[src/rtl/trace_pkg.sv]
// Shared event types and constants for the commit-trace recorder.
package trace_pkg;

  localparam int DROP_CNT_W    = 16;
  // Per-entry stamp field width; trace_capture's STAMP_W is expected to match.
  localparam int TRACE_STAMP_W = 16;

  typedef enum logic [1:0] {
    REG_WR = 2'd0,
    MEM_WR = 2'd1,
    MEM_RD = 2'd2
  } trace_kind_e;

  typedef struct packed {
    trace_kind_e              kind;
    logic [8:0]               addr;
    logic [31:0]              data;
    logic [8:0]               pc;
    logic [TRACE_STAMP_W-1:0] stamp;
  } trace_event_t;

endpackage

[src/rtl/trace_fifo.sv]
// Dual-push/single-pop event FIFO; head is registered storage, one cycle push-to-head.
// No internal backpressure: the caller only pushes into free slots and pops when count != 0.
module trace_fifo
  import trace_pkg::*;
#(
  parameter int DEPTH = 16
) (
  input  logic                    clk,
  input  logic                    reset,
  input  logic                    push0,
  input  trace_event_t            din0,
  input  logic                    push1,
  input  trace_event_t            din1,
  input  logic                    pop,
  output logic [$clog2(DEPTH):0]  count,
  output trace_event_t            head
);

  localparam int AW = $clog2(DEPTH);
  localparam int CW = AW + 1;

  trace_event_t  mem [DEPTH];
  logic [AW-1:0] wr_ptr;
  logic [AW-1:0] rd_ptr;
  logic [AW-1:0] wr_ptr_1;

  assign wr_ptr_1 = wr_ptr + AW'(1);

  // push1 always lands in the slot after push0, so the two writes never collide.
  always_ff @(posedge clk) begin
    if (push0) mem[wr_ptr]   <= din0;
    if (push1) mem[wr_ptr_1] <= din1;
  end

  always_ff @(posedge clk or negedge reset) begin
    if (!reset) begin
      wr_ptr <= '0;
      rd_ptr <= '0;
      count  <= '0;
    end else begin
      wr_ptr <= wr_ptr + AW'(push0) + AW'(push1);
      rd_ptr <= rd_ptr + AW'(pop);
      count  <= count + CW'(push0) + CW'(push1) - CW'(pop);
    end
  end

  assign head = mem[rd_ptr];

endmodule

[src/rtl/trace_capture.sv]
// Samples core reg/mem commit events into a timestamped FIFO, visible one cycle after capture.
// Downstream valid/ready stall holds the head; when slots run out, events drop and are counted.
module trace_capture
  import trace_pkg::*;
#(
  parameter int DEPTH   = 16,
  parameter int STAMP_W = 16
) (
  input  logic                  clk,
  input  logic                  reset,
  input  logic                  en,
  input  logic [8:0]            tb_PC,
  input  logic                  tb_reg_write,
  input  logic [4:0]            tb_reg_addr,
  input  logic [31:0]           tb_reg_write_data,
  input  logic                  tb_mem_write,
  input  logic                  tb_mem_read,
  input  logic [8:0]            tb_mem_addr,
  input  logic [31:0]           tb_mem_write_data,
  input  logic [31:0]           tb_mem_read_data,
  output logic                  out_valid,
  input  logic                  out_ready,
  output logic [1:0]            out_kind,
  output logic [8:0]            out_addr,
  output logic [31:0]           out_data,
  output logic [8:0]            out_pc,
  output logic [STAMP_W-1:0]    out_stamp,
  output logic                  overflow,
  output logic [DROP_CNT_W-1:0] drop_cnt
);

  localparam int CW = $clog2(DEPTH) + 1;

  logic [STAMP_W-1:0]  stamp;
  logic [CW-1:0]       count;
  logic [CW-1:0]       free;
  trace_event_t        reg_ev;
  trace_event_t        mem_ev;
  trace_event_t        din0;
  trace_event_t        head;
  logic                reg_hit;
  logic                mem_wr_hit;
  logic                mem_rd_hit;
  logic                mem_hit;
  logic                pop;
  logic                push0;
  logic                push1;
  logic [1:0]          n_ev;
  logic [1:0]          n_push;
  logic [1:0]          n_drop;
  logic [DROP_CNT_W:0] drop_sum;

  assign out_valid = (count != '0);
  assign pop       = out_valid & out_ready;
  // A slot freed by this cycle's pop is reusable by this cycle's push.
  assign free      = CW'(DEPTH) - count + CW'(pop);

  always_comb begin
    reg_hit    = en & tb_reg_write;
    mem_wr_hit = en & tb_mem_write & ~tb_mem_read;
    mem_rd_hit = en & tb_mem_read & ~tb_mem_write;
    mem_hit    = mem_wr_hit | mem_rd_hit;

    reg_ev.kind  = REG_WR;
    reg_ev.addr  = {4'd0, tb_reg_addr};
    reg_ev.data  = tb_reg_write_data;
    reg_ev.pc    = tb_PC;
    reg_ev.stamp = TRACE_STAMP_W'(stamp);

    mem_ev.kind  = mem_wr_hit ? MEM_WR : MEM_RD;
    mem_ev.addr  = tb_mem_addr;
    mem_ev.data  = mem_wr_hit ? tb_mem_write_data : tb_mem_read_data;
    mem_ev.pc    = tb_PC;
    mem_ev.stamp = TRACE_STAMP_W'(stamp);

    // REG goes first, so with a single free slot it is the MEM event that drops.
    n_ev     = {1'b0, reg_hit} + {1'b0, mem_hit};
    push0    = (n_ev != 2'd0) && (free != '0);
    push1    = (n_ev == 2'd2) && (free > CW'(1));
    din0     = reg_hit ? reg_ev : mem_ev;
    n_push   = {1'b0, push0} + {1'b0, push1};
    n_drop   = n_ev - n_push;
    drop_sum = {1'b0, drop_cnt} + (DROP_CNT_W+1)'(n_drop);
  end

  trace_fifo #(
    .DEPTH (DEPTH)
  ) u_fifo (
    .clk   (clk),
    .reset (reset),
    .push0 (push0),
    .din0  (din0),
    .push1 (push1),
    .din1  (mem_ev),
    .pop   (pop),
    .count (count),
    .head  (head)
  );

  always_ff @(posedge clk or negedge reset) begin
    if (!reset) begin
      stamp    <= '0;
      overflow <= 1'b0;
      drop_cnt <= '0;
    end else begin
      stamp <= stamp + STAMP_W'(1);
      if (n_drop != 2'd0) begin
        overflow <= 1'b1;
        drop_cnt <= drop_sum[DROP_CNT_W] ? '1 : drop_sum[DROP_CNT_W-1:0];
      end
    end
  end

  // Storage is not reset, so the data outputs are forced to zero whenever the FIFO is empty.
  assign out_kind  = out_valid ? head.kind : 2'd0;
  assign out_addr  = out_valid ? head.addr : 9'd0;
  assign out_data  = out_valid ? head.data : 32'd0;
  assign out_pc    = out_valid ? head.pc   : 9'd0;
  assign out_stamp = out_valid ? STAMP_W'(head.stamp) : '0;

endmodule
[config.mk]
export PLATFORM = sky130hd
export DESIGN_NAME = trace_capture
export DESIGN_NICKNAME = d
export VERILOG_FILES = /design/src/rtl/trace_pkg.sv /design/src/rtl/trace_fifo.sv /design/src/rtl/trace_capture.sv
export SDC_FILE = /design/constraint.sdc
export NUM_CORES = 2
export LEC_CHECK = 0
export ABC_AREA = 1
export CORE_MARGIN = 4
export CORE_UTILIZATION = 40
export DETAILED_ROUTE_END_ITERATION = 12
export PLACE_DENSITY = 0.56
export SYNTH_ARGS = -nofsm -noshare
export SYNTH_HDL_FRONTEND = slang
export SYNTH_SLANG_ARGS = --single-unit
export TNS_END_PERCENT = 20
[constraint.sdc]
create_clock -name clk -period 11.3 [get_ports clk]
set_input_delay 2.26 -clock clk [delete_from_list [all_inputs] [get_ports clk]]
set_output_delay 2.26 -clock clk [all_outputs]
set_load 0.03 [all_outputs]
==> metrics <==
initial DRC count=5,888; Clock Tree Buf Depth=3; logic gate share of total power=0.427; Net Sw Power=7.15 mW; crit path launch type=register; VDD IR max=0.221 mV; fillers=14,570; pin count of the biggest net entering global routing=233; Netlist Area Pre-Place=60,900 um^2; max-slew violations=0; Setup CP Type=register to primary output; Post-route DRC=0; Reg clk slew, reported paths=60 ps; leading area contributor after synthesis=edfxtp_1; cts hold-fix bufs=0; CP arrival=5740 ps; setup violators final=0; Setup TNS=0 ps; Die Y=398 um; setup bufs post-CTS=0; Clock power frac=0.248; worst skew pair latency=780 ps; DIE AREA=159,000 um^2; Setup Skew=21.5 ps; post-synthesis sequential area ratio=0.555; max-cap viol count=0; top-area cell type share of the netlist area=0.536; Syn Nets=7,180; Design Area, Final=67,500 um^2; Root Driver=clkbuf_16; WL per Instance=24.5 um; IO Pins=212; via-per-instance ratio=5.64; CTS tree=done; core area=151,000 um^2; IO buf count=211; Syn. warnings=0; cell count after synthesis=7,033; FMAX=0.125 GHz; top cells by area, synth=edfxtp_1 54%, nand2_1 18%, nand4_1 6.1%; commonest non-fill, non-tap cell in the layout=nand2_1; share of post-route cells with drive strength above 1=0.0640; Net Sw Frac=0.438; CP endpoint kind=primary output; vias in the first global route=48,034; status=completed; antenna violations before repair=3; H-tree Lvls=4; crit-path max FO=65; Vias=50,734; initial core utilization=0.404; Area Growth Syn to Fin=10.7%; Slew headroom=0.0149; final period utilization=0.708; P_int=9.18 mW; first-pass GRT wire length=322,000 um; final net count=7,013; Yosys reg bits=1,134; DPL Wire Length=107,000 um; syn_area_per_cell=8.66 um^2; total CTS buffers=132; Antenna Violating Nets Remaining=0; GRT Overall Usage=0.271; WL final=220,000 um; reported leakage power=28.8 nW; DR pass1 iterations=6; post-cts repair resize count=0; placed cell area=63,500 um^2; Worst-Margin Slew=1480 ps; Final Hold Fails=0; Site Rows=142; CTS Sinks=1,134; global route overflow=0; most frequent cells in the layout=2,922 x nand2_1, 1,088 x edfxtp_1, 726 x nand3_1, 597 x nand4_1, 592 x inv_1; Power, Total=16.3 mW; part of the power in registers=0.325; CP required=9040 ps; count of cell types in the netlist=33; die width=398 um; unrepaired setup endpoints after global routing=no; Hold Crit Class=register to register; final RePlAce weighted congestion=0.810; min Tclk post-route=8000 ps; PwrDens=242 nW/um^2
-- layout make-up --
cell class / instances / area [um^2] / share of cell area
Tap cell: 2016 / 2520 / 0.0374
Clock inverter: 64 / 404 / 0.00599
Antenna cell: 3 / 7.51 / 0.000111
Timing Repair Buffer: 309 / 2910 / 0.0431
Sequential cell: 1134 / 33800 / 0.502
Clock buffer: 175 / 3590 / 0.0532
Inverter: 601 / 2280 / 0.0338
Multi-Input combinational cell: 4688 / 21900 / 0.325
-- registers in the layout, summed over array words and instances, names as in the netlist --
name           count
u_fifo.mem      1088
drop_cnt          16
stamp             16
u_fifo.count       5
u_fifo.rd_ptr      4
u_fifo.wr_ptr      4
overflow           1
-- final timing paths --
path / to / cells after the start / slack (ps) / startpoint
worst max register to register: u_fifo.mem[15][26] / 17 / 4990 / u_fifo.count[2]
worst max-delay path: out_data[30] / 10 / 3300 / u_fifo.rd_ptr[0]
worst min register to register: overflow / 1 / 480 / overflow
worst min-delay path: overflow / 1 / 480 / overflow
max in group asynchronous: u_fifo.rd_ptr[0] / 2 / 9000 / reset
min in group asynchronous: stamp[10] / 2 / 1670 / reset
-- cells in the mapped netlist (all sizes together) --
library cell,count
or2,3
edfxtp,1088
nor3,8
ha,16
xor2,18
o21ai,4
nand3,743
nand2,3014
a21oi,167
a31oi,32
inv,598
nand3b,1
clkinv,3
buf,414
nand4,598
clkbuf,196
fa,5
xnor2,8
dfrtp,46
nor2,71
-- through the flow --
step | utilization | worst slack (ps) | hold WS (ps) | instances
global route | 0.448 | 3120 | 489 | 8987
detailed placement | 0.421 | 3810 | 466 | 8748
CTS | 0.448 | 3330 | 478 | 8987
global placement | 0.421 | 3860 | 471 | 8748
finish | 0.448 | 3300 | 477 | 8990
floorplan | - | 5440 | 473 | 7033
-- power groups by stage --
| stage | clock [mW] | sequential (mW) | combinational, mW |
|---|---|---|---|
| floorplan | 0 | 5.31 | 4.43 |
| global placement | 0 | 5.38 | 6.89 |
| detailed placement | 0 | 5.38 | 6.92 |
| CTS | 4.10 | 5.30 | 6.94 |
| global route | 4.27 | 5.33 | 7.46 |
| finish | 4.06 | 5.30 | 6.97 |
-- worst max-delay path, cell delays in order, from the launching register on --
cell and delay (ps):
dfrtp_4 780, buf_4 760, buf_4 780, buf_4 710, nand2_1 120, nand2_1 100
nand2_1 50, nand3_1 100, nand3_1 90, a21oi_1 490, clkdlybuf4s50_1 910
-- layer usage --
layer,wire (um),share of wire,global-route usage
met5,13,0.000059,0
met4,9800,0.045,0.113
met3,21100,0.096,0.0503
met2,102000,0.46,0.440
met1,87200,0.40,0.358
-- cell families after synthesis --
| logic type | Yosys count | share of synthesized area |
|---|---|---|
| compound gates | 203 | 0.0252 |
| xor+xnor | 26 | 0.00374 |
| fa+ha+maj | 21 | 0.00493 |
| buf+inv | 1211 | 0.0899 |
| flops | 1134 | 0.555 |
| simple gates | 4438 | 0.321 |
No activity file was read; power rests on OpenSTA's default activity.
